===== src/rtl/tick_pkg.sv =====
// Shared types and divisor helpers for the tick scheduler.
// Define TICK_FAST_SIM_EN to force short divisors (PDIV=10, SDIV=5).
package tick_pkg;

    typedef enum logic [1:0] {
        PAUSED    = 2'd0,
        RUNNING   = 2'd1,
        STEP_PEND = 2'd2
    } state_t;

    localparam int SIM_PDIV = 10;
    localparam int SIM_SDIV = 5;

    function automatic int calc_pdiv(input int clk_hz, input int fast_hz);
`ifdef TICK_FAST_SIM_EN
        return SIM_PDIV;
`else
        return clk_hz / fast_hz;
`endif
    endfunction

    function automatic int calc_sdiv(input int fast_hz, input int slow_hz);
`ifdef TICK_FAST_SIM_EN
        return SIM_SDIV;
`else
        return fast_hz / slow_hz;
`endif
    endfunction

    // A modulus of 2 or less still needs one bit of count.
    function automatic int cnt_width(input int n);
        return (n <= 2) ? 1 : $clog2(n);
    endfunction

endpackage


===== src/rtl/tick_counter.sv =====
// Modulo-MOD counter with a registered one-cycle terminal pulse.
// The pulse is high in the cycle after the count sat at MOD-1 while enabled.
module tick_counter
    import tick_pkg::*;
#(
    parameter int MOD = 10,
    parameter int W   = cnt_width(MOD)
) (
    input  logic         clk,
    input  logic         rst_n,
    input  logic         en,
    output logic [W-1:0] count,
    output logic         terminal
);

    logic at_end;

    assign at_end = (count == W'(MOD - 1));

    // Advance and wrap on enable; flag the wrap one cycle later.
    always_ff @(posedge clk or negedge rst_n) begin
        if (!rst_n) begin
            count    <= '0;
            terminal <= 1'b0;
        end else begin
            terminal <= en & at_end;
            if (en) begin
                count <= at_end ? '0 : count + 1'b1;
            end
        end
    end

endmodule


===== src/rtl/tick_scheduler.sv =====
// Clock-enable tick generator and run/pause/single-step ALU sequencer.
// Build option TICK_FAST_SIM_EN shortens both divisors for simulation.
module tick_scheduler
    import tick_pkg::*;
#(
    parameter int CLK_HZ      = 100_000_000,
    parameter int FAST_HZ     = 1000,
    parameter int SLOW_HZ     = 1,
    parameter int SCAN_DIGITS = 4
) (
    input  logic                           clk,
    input  logic                           rst_n,
    input  logic                           run,
    input  logic                           step_req,
    output logic                           fast_tick,
    output logic                           slow_tick,
    output logic                           adv_tick,
    output logic [$clog2(SCAN_DIGITS)-1:0] scan_sel,
    output logic                           running
);

    // PDIV must be at least 2 so no tick can repeat on back-to-back cycles.
    localparam int PDIV = calc_pdiv(CLK_HZ, FAST_HZ);
    localparam int SDIV = calc_sdiv(FAST_HZ, SLOW_HZ);
    localparam int PW   = cnt_width(PDIV);
    localparam int SW   = cnt_width(SDIV);
    localparam int DW   = $clog2(SCAN_DIGITS);

    logic [PW-1:0] pre_count;
    logic [SW-1:0] slow_count;
    logic          fast_term;
    logic          slow_term;
    logic          step_q;
    logic          step_rise;
    logic          adv_d;
    state_t        state_q;
    state_t        state_d;

    tick_counter #(.MOD(PDIV), .W(PW)) u_prescaler (
        .clk      (clk),
        .rst_n    (rst_n),
        .en       (1'b1),
        .count    (pre_count),
        .terminal (fast_tick)
    );

    tick_counter #(.MOD(SDIV), .W(SW)) u_slow (
        .clk      (clk),
        .rst_n    (rst_n),
        .en       (fast_term),
        .count    (slow_count),
        .terminal (slow_tick)
    );

    // Terminal conditions precede the registered ticks by one cycle.
    assign fast_term = (pre_count == PW'(PDIV - 1));
    assign slow_term = fast_term & (slow_count == SW'(SDIV - 1));
    assign step_rise = step_req & ~step_q;
    assign running   = (state_q == RUNNING);

    // Digit scan moves in lockstep with fast_tick; explicit wrap for any count.
    always_ff @(posedge clk or negedge rst_n) begin
        if (!rst_n) begin
            scan_sel <= '0;
        end else if (fast_term) begin
            if (scan_sel == DW'(SCAN_DIGITS - 1)) begin
                scan_sel <= '0;
            end else begin
                scan_sel <= scan_sel + 1'b1;
            end
        end
    end

    // State, step history and the registered advance pulse.
    always_ff @(posedge clk or negedge rst_n) begin
        if (!rst_n) begin
            state_q  <= PAUSED;
            step_q   <= 1'b0;
            adv_tick <= 1'b0;
        end else begin
            state_q  <= state_d;
            step_q   <= step_req;
            adv_tick <= adv_d;
        end
    end

    // Mode transitions; run always wins over a step request.
    always_comb begin
        state_d = state_q;
        adv_d   = 1'b0;
        unique case (state_q)
            PAUSED: begin
                if (run) begin
                    state_d = RUNNING;
                end else if (step_rise) begin
                    state_d = STEP_PEND;
                end
            end
            RUNNING: begin
                adv_d = slow_term;
                if (!run) begin
                    state_d = PAUSED;
                end
            end
            STEP_PEND: begin
                if (run) begin
                    state_d = RUNNING;
                end else if (fast_term) begin
                    adv_d   = 1'b1;
                    state_d = PAUSED;
                end
            end
            default: begin
                state_d = PAUSED;
            end
        endcase
    end

endmodule


===== config.mk =====
export PLATFORM = sky130hd
export DESIGN_NAME = tick_scheduler
export DESIGN_NICKNAME = d
export VERILOG_FILES = /design/src/rtl/tick_pkg.sv /design/src/rtl/tick_counter.sv /design/src/rtl/tick_scheduler.sv
export SDC_FILE = /design/constraint.sdc
export NUM_CORES = 1
export LEC_CHECK = 0
export CAP_MARGIN = 20
export CORE_ASPECT_RATIO = 0.7
export CORE_UTILIZATION = 35
export DETAILED_ROUTE_END_ITERATION = 12
export PLACE_DENSITY = 0.6
export SLEW_MARGIN = 20
export SYNTH_ARGS = -nofsm -noshare
export SYNTH_HDL_FRONTEND = slang
export SYNTH_SLANG_ARGS = --single-unit
export TNS_END_PERCENT = 20

===== constraint.sdc =====
create_clock -name clk -period 2.2 [get_ports clk]
set_input_delay 0.44 -clock clk [delete_from_list [all_inputs] [get_ports clk]]
set_output_delay 0.44 -clock clk [all_outputs]
set_load 0.05 [all_outputs]

==> parameters.txt, run 1 <==
Parameter                              Value

Status
  Result of the run ... finished clean

Global route
  First-pass GRT wire length ... 5.99 mm
  Number of antenna violations at the first check in global routing ... 0
  GRT Total Usage ... 0.153
  Leftover overflow at the end of global routing ... 0
  Largest net degree at the start of global routing ... 36
  Vias in the first global route ... between 1k and 1.5k

Clock network
  TritonCTS clock tree ... done
  Total CTS buffers ... 5
  H-Tree Depth ... 2
  Latest clock arrival within the worst-skew pair ... between 0.2 and 0.3 ns
  Clock Tree Root ... clkbuf_8
  CTS Hold Buffers Added ... 0
  CTS Sinks ... 35
  Clk pin slew, worst setup/hold paths ... 0.07 ns
  Maximum buffer depth of the clock tree ... 2

Yosys
  Synthesized-area fraction occupied by xor and xnor cells ... 0.0754
  Mean area per synthesized cell ... between 10 and 15 sq um
  Number of warnings issued by yosys ... 0
  Number of flops mapped to enable cells by yosys ... 0
  Area of the mapped netlist ... 1740 sq um
  Share of synthesized area occupied by flip-flops and latches ... 0.503
  Share of cell area taken by muxes after synthesis ... 0.0287
  Cell variety after synth ... 34
  Synth Net Count ... 179
  Adder-cell share of the synthesized area ... 0.0431
  Fraction of the mapped netlist area in compound gates ... 0.0739
  Register bit count reported by yosys ... 35
  Async set-reset flop share out of synthesis ... 1.00
  Combinational family with the most area after synthesis ... simple AND/OR/NAND/NOR gates
  Number of instances in the synthesized netlist ... 169
  Simple-Gate Fraction of Synth Area ... 0.241
  Dominant register cell in the synthesized netlist ... dfrtp_1

Critical path
  Critical Path, Cell by Cell ... or4b_4 -> or4_4 -> a2111oi_4 -> a21o_1
  Critical path peak fanout ... 6
  Worst Path Required ... around 2.4 ns
  Crit Reg-Reg Endpoint ... state_q[1]$_DFFE_PN0P_
  Path type of the worst setup path ... reg -> reg
  Beginning of the worst register-to-register path ... u_prescaler.count[8]$_DFF_PN0_
  Crit-path slowest cell ... or4_4
  Setup slack of the worst register-to-register path ... around 0.077 ns
  Critical Path Source Type ... register
  Critical path capture point type ... register
  Worst-case reg-to-reg path depth ... 4
  CP max stage delay ... approximately 0.62 ns
  Worst path arrival time ... between 2 and 2.5 ns

Power
  Post-layout power ... 1.33 mW
  Worst VDD drop ... roughly 0.00020 V
  Standby leakage power ... 0.941 nW
  Power Density ... 640 nW/um^2

STA
  Total negative slack for setup checks ... 0 ns
  Skew final ... 0.00535 ns
  Time the final worst path needs with I/O delays and setup ... ~2.1 ns
  Final hold slack ... 0.234 ns
  Number of hold violations in the final report ... 0
  Final period utilization ... 0.965
  Final setup violation count ... 0
  Final Max Slew Viols ... 0
  Worst Tran Pin Value ... 0.778 ns
  Setup slack after layout ... roughly 0.077 ns
  Achievable frequency ... around 0.47 GHz
  Worst slew margin ... 0.482

Cells and area
  Fraction of layout instances using a drive strength above 1 ... 0.120
  Growth of design area from synthesis to finish ... 19.5%
  Diode count ... 0
  Final core utilization ... 0.435
  Nets ... 200

Die
  Die span in y ... approximately 60 microns
  Effective utilization at floorplan ... 0.364
  Overall die width ... 86.3 microns
  Ports ... 10
  Number of standard-cell rows in the floorplan ... 21
  Placeable core area ... ~4800 sq um
  Die Area ... 5270 sq um

Worst hold path
  Class of the tightest hold or removal check ... in -> async

Detailed routing
  Iteration-0 DRC Markers ... 30
  Total wire length ... 3.43 mm
  Routed wire length per instance ... between 10 and 15 microns
  DRC violations left ... 0
  Number of search-and-repair iterations in the first detailed-routing pass ... 4
  Remaining antenna violation count ... 0
  Number of vias in the routed layout ... 1,260
  Vias per inst ... 4.85

Placed design
  Final Wtd Congestion ... 0.788
  Place WS ... roughly 0.086 ns
  Sum of net half-perimeters after detailed placement ... 2.41 mm
  Port-buffer cells ... 9

Run
  Max-capacitance violation count ... 0
## report_power, final
group	switching, mW	internal (mW)
clock	0.223	0.286
sequential	0.00988	0.657
combinational	0.101	0.0563
## critical path: cells and delay by family, from the launching register on
kind	cells	cell delay (ns)
AND/OR/NAND/NOR	2	1.18
AO/OA/AOI/OAI	2	0.48
flip-flops	1	0.42
## cell usage after synthesis, types with 2 or more instances
cell type / instances / area [sq um]
dfrtp_1: 35 / 876
nand2_1: 16 / 60.1
xnor2_1: 11 / 96.3
inv_1: 10 / 37.5
nand4_1: 10 / 62.6
nor2_1: 10 / 37.5
nand3_1: 9 / 45.0
a21oi_1: 6 / 30.0
ha_1: 6 / 75.1
and3_1: 5 / 31.3
mux2i_1: 5 / 50.1
nor3_1: 5 / 25.0
nor4_1: 5 / 31.3
a21o_1: 4 / 30.0
o21ai_0: 4 / 20.0
xor2_1: 4 / 35.0
or3_1: 3 / 18.8
and2_1: 2 / 12.5
and4_1: 2 / 17.5
clkbuf_1: 2 / 7.51
nand2b_1: 2 / 12.5
## repair_timing
item | CTS | global route
buffers inserted | 0 | 1
resized for setup | 0 | 2
setup endpoints to repair | 0 | 2
endpoints found under the hold margin | 0 | 0
## metrics by stage
step	instance area, sq um	cells
after floorplan	1740	169
after global placement	1970	251
after detailed placement	1970	251
after CTS	2070	259
after global routing	2080	260
final	2080	260
## worst max-delay path by stage
| stage | startpoint | endpoint | cells after the start |
|---|---|---|---|
| finish | u_prescaler.count[8]$_DFF_PN0_ | state_q[1]$_DFFE_PN0P_ | 4 |
| global route | u_prescaler.count[8]$_DFF_PN0_ | u_slow.count[3]$_DFFE_PN0N_ | 5 |
| CTS | u_prescaler.count[13]$_DFF_PN0_ | u_slow.count[5]$_DFFE_PN0N_ | 5 |
| detailed placement | u_prescaler.count[13]$_DFF_PN0_ | u_slow.count[9]$_DFFE_PN0N_ | 5 |
| global placement | u_prescaler.count[13]$_DFF_PN0_ | u_slow.count[8]$_DFFE_PN0N_ | 4 |
| floorplan | u_prescaler.count[13]$_DFF_PN0_ | u_slow.count[8]$_DFFE_PN0N_ | 5 |
## final cells by class
class | instances | area [sq um]
fill | 478 | 2700
sequential | 35 | 876
multi-input combinational | 120 | 816
timing repair buffer | 18 | 166
clock buffer | 8 | 100
tap | 69 | 86.3
inverter | 10 | 37.5
## flip-flops by register name, summed over array words and instances, names as in the netlist
register and count:
u_prescaler.count 17, adv_tick 1, u_prescaler.terminal 1, step_q 1, u_slow.count 10, scan_sel 2
u_slow.terminal 1, state_q 2
## placed cells by master (no fill, tap or decap), drive strengths merged, types with 3 or more instances in the layout
| cell type | Yosys | final |
|---|---|---|
| a21o | 4 | 4 |
| a21oi | 6 | 6 |
| and2 | 3 | 3 |
| and3 | 5 | 5 |
| buf | 2 | 11 |
| clkbuf | 2 | 8 |
| clkdlybuf4s50 | 0 | 7 |
| dfrtp | 35 | 35 |
| ha | 6 | 6 |
| inv | 10 | 10 |
| mux2i | 5 | 5 |
| nand2 | 16 | 16 |
| nand3 | 9 | 9 |
| nand4 | 10 | 10 |
| nor2 | 10 | 10 |
| nor3 | 5 | 5 |
| nor4 | 5 | 5 |
| o21ai | 5 | 5 |
| or3 | 3 | 3 |
| xnor2 | 11 | 11 |
| xor2 | 4 | 4 |
## logic make-up (layout without fill, tap and decap cells)
kind of cell | count (synthesis) | after routing
xor+xnor | 15 | 15
fa+ha+maj | 6 | 6
mux | 5 | 5
compound gates | 18 | 18
buf+inv | 14 | 36
flops | 35 | 35
simple gates | 76 | 76
## layer usage
metal  vias up  track usage  share of wire  routed length [microns]
met5         -            0              0                        0
met4         0       0.0571          0.011                       38
met3         4       0.0456          0.048                      164
met2        22        0.218           0.39                     1350
met1       590        0.220           0.55                     1880
li1        644            -              -                        -
No activity file was read; power rests on OpenSTA's default activity.
==> run 2, diff against run 1 <==
--- a/config.mk
+++ b/config.mk
@@ -9,6 +9,8 @@
 export CORE_ASPECT_RATIO = 0.7
 export CORE_UTILIZATION = 35
 export DETAILED_ROUTE_END_ITERATION = 12
+export GPL_ROUTABILITY_DRIVEN = 0
+export GPL_TIMING_DRIVEN = 1
 export PLACE_DENSITY = 0.6
 export SLEW_MARGIN = 20
 export SYNTH_ARGS = -nofsm -noshare
==> results of run 2 <==
Final layout, timing and power as in run 1 (identical DEF).
==> run 3, diff against run 2 <==
--- a/config.mk
+++ b/config.mk
@@ -7,12 +7,11 @@
 export LEC_CHECK = 0
 export CAP_MARGIN = 20
 export CORE_ASPECT_RATIO = 0.7
-export CORE_UTILIZATION = 35
+export CORE_UTILIZATION = 30
 export DETAILED_ROUTE_END_ITERATION = 12
 export GPL_ROUTABILITY_DRIVEN = 0
 export GPL_TIMING_DRIVEN = 1
-export PLACE_DENSITY = 0.6
-export SLEW_MARGIN = 20
+export PLACE_DENSITY = 0.54
 export SYNTH_ARGS = -nofsm -noshare
 export SYNTH_HDL_FRONTEND = slang
 export SYNTH_SLANG_ARGS = --single-unit
==> parameters.txt, run 3 (synthesis results as in run 1) <==
Parameter                              Value

STA
  Final hold slack ... 0.158 ns (-0.0757 ns)
  Number of hold violations in the final report ... 0 (unchanged)
  Skew final ... 0.00632 ns (+0.000965 ns)
  Time the final worst path needs with I/O delays and setup ... 2.12 ns (-0.00269 ns)
  Worst Tran Pin Value ... 0.584 ns (-0.194 ns)
  Final setup violation count ... 0 (unchanged)
  Final period utilization ... 0.964 (-0.00122)
  Worst slew margin ... 0.611 (+0.129)
  Achievable frequency ... 0.472 GHz (+0.13%)
  Final Max Slew Viols ... 0 (unchanged)

Critical path
  CP max stage delay ... 0.62 ns (about the same)
  Critical Path Source Type ... register
  Setup slack of the worst register-to-register path ... 0.08 ns (about the same)
  Path type of the worst setup path ... reg -> reg
  Critical path peak fanout ... 6 (unchanged)
  Crit Reg-Reg Endpoint ... state_q[1]$_DFFE_PN0P_
  Critical path capture point type ... register
  Critical Path, Cell by Cell ... or4b_4 -> or4_4 -> a2111oi_4 -> a21o_1
  Family with the most delay on the worst path ... simple AND/OR/NAND/NOR gates
  Worst Path Required ... 2.41 ns (-0.02 ns)
  Beginning of the worst register-to-register path ... u_prescaler.count[11]$_DFF_PN0_
  Count of buffering cells on the critical path with inverters included ... 0 (unchanged)
  Worst path arrival time ... 2.34 ns (about the same)
  Worst-case reg-to-reg path depth ... 4 (unchanged)
  Crit-path slowest cell ... or4_4

Die
  Placeable core area ... 5420 sq um (+13%)
  Die Area ... 6120 sq um (+16%)
  Ports ... 10 (unchanged)
  Overall die width ... 93.1 microns (+7.8%)
  Effective utilization at floorplan ... 0.321 (-0.0431)
  Die span in y ... 65.8 microns (+7.7%)
  Number of standard-cell rows in the floorplan ... 22 (+4.8%)

Cells and area
  Top Registers ... u_prescaler.count x17, u_slow.count x10
  Final core utilization ... 0.385 (-0.0503)
  Fraction of layout instances using a drive strength above 1 ... 0.138 (+0.0180)
  Growth of design area from synthesis to finish ... 19.8%
  Area taken by flip-flops and latches ... 876 sq um (unchanged)
  Nets ... 206 (+3.0%)
  Diode count ... 0 (unchanged)
  Commonest cells after routing, fill and taps aside ... dfrtp_1, nand2_1, buf_4, xnor2_1
  Post-route cell area ... 2090 sq um (+0.30%)
  Leading cell type in the layout, fill and taps excluded ... dfrtp_1
  Largest register FFs ... 17 (unchanged)
  Area taken by multi-input logic gates ... 825 sq um (+1.1%)
  Layout fillers ... 519 (+8.6%)
  Biggest register ... u_prescaler.count

Run
  Max-capacitance violation count ... 0 (unchanged)

Global route
  Largest net degree at the start of global routing ... 26 (-28%)
  Number of antenna violations at the first check in global routing ... 0 (unchanged)
  Vias in the first global route ... 1,285 (+3.9%)
  First-pass GRT wire length ... 6.32 mm (+5.5%)
  Leftover overflow at the end of global routing ... 0 (unchanged)
  GRT Total Usage ... 0.135 (-0.0174)

Placed design
  Placed Instance Area ... 2000 sq um (+1.8%)
  Port-buffer cells ... 9 (unchanged)
  Sum of net half-perimeters after detailed placement ... 2.57 mm (+6.8%)

Detailed routing
  Number of search-and-repair iterations in the first detailed-routing pass ... 4 (unchanged)
  Number of vias in the routed layout ... 1,310 (+4.0%)
  Iteration-0 DRC Markers ... 96 (+220%)
  DRC violations left ... 0 (unchanged)
  Vias per inst ... 4.91 (+1.2%)
  Remaining antenna violation count ... 0 (unchanged)
  Total wire length ... 3.65 mm (+6.2%)
  Routed wire length per instance ... 13.7 microns (+3.4%)

Clock network
  CTS Sinks ... 35 (unchanged)
  H-Tree Depth ... 2 (unchanged)
  Clk pin slew, worst setup/hold paths ... 0.07 ns (about the same)
  Total CTS buffers ... 5 (unchanged)
  Latest clock arrival within the worst-skew pair ... 0.28 ns (about the same)
  TritonCTS clock tree ... done
  Maximum buffer depth of the clock tree ... 2 (unchanged)
  Clock Tree Root ... clkbuf_8

Status
  Result of the run ... finished clean

Power
  Post-layout power ... 1.24 mW (-6.6%)
  Standby leakage power ... 0.949 nW (+0.84%)
  Worst VDD drop ... 0.000221 V (+10%)
  Power Density ... 596 nW/um^2 (-6.8%)

Worst hold path
  Class of the tightest hold or removal check ... in -> async
[run 3: changes by cell type in the layout (fill, tap and decap cells not counted)]
cell	change
clkbuf_8	-2
or4_2	+1
buf_6	-1
buf_12	-1
buf_4	+7
[run 3: area by class of cell]
class / instances / share of cell area
timing repair buffer: 23 / 0.0899
inverter: 10 / 0.0180
clock buffer: 6 / 0.0348
multi-input combinational: 121 / 0.395
sequential: 35 / 0.419
tap: 72 / 0.0431
[run 3: power breakdown]
group | internal (mW) | switching (mW) | total, mW
Clock | 0.211 | 0.203 | 0.414
Combinational | 0.0600 | 0.105 | 0.165
Sequential | 0.657 | 0.00907 | 0.666
[run 3: stage by stage]
step / TNS [ns] / worst slack (ns) / cells
final: 0 / 0.0792 / 267
after global routing: -0.00627 / -0.00627 / 267
after CTS: 0 / 0.0469 / 266
after detailed placement: 0 / 0.0585 / 260
after global placement: 0 / 0.0971 / 260
after floorplan: 0 / 0.110 / 169
[run 3: how the worst max path moves through the flow]
stage	from	endpoint	cells past startpoint
after detailed placement	u_prescaler.count[13]$_DFF_PN0_	u_slow.count[8]$_DFFE_PN0N_	4
final	u_prescaler.count[11]$_DFF_PN0_	state_q[1]$_DFFE_PN0P_	4
after global placement	u_prescaler.count[13]$_DFF_PN0_	u_slow.count[8]$_DFFE_PN0N_	4
after CTS	u_prescaler.count[13]$_DFF_PN0_	state_q[1]$_DFFE_PN0P_	4
after global routing	u_prescaler.count[11]$_DFF_PN0_	state_q[1]$_DFFE_PN0P_	4
after floorplan	u_prescaler.count[13]$_DFF_PN0_	u_slow.count[8]$_DFFE_PN0N_	5
[run 3: repair_timing]
item                       CTS  global route
hold buffers                 0             0
gates resized for setup      0             1
setup endpoints to repair    0             5
setup buffers                0             0
[run 3: per-layer routing]
metal  routed length (microns)  vias up  share of wire  global-route usage
li1                          -      654              -                   -
met1                      2040      630           0.56               0.204
met2                      1440       22           0.40               0.187
met3                       131        4          0.036              0.0345
met4                        31        0         0.0085              0.0404
met5                         0        -              0                   0
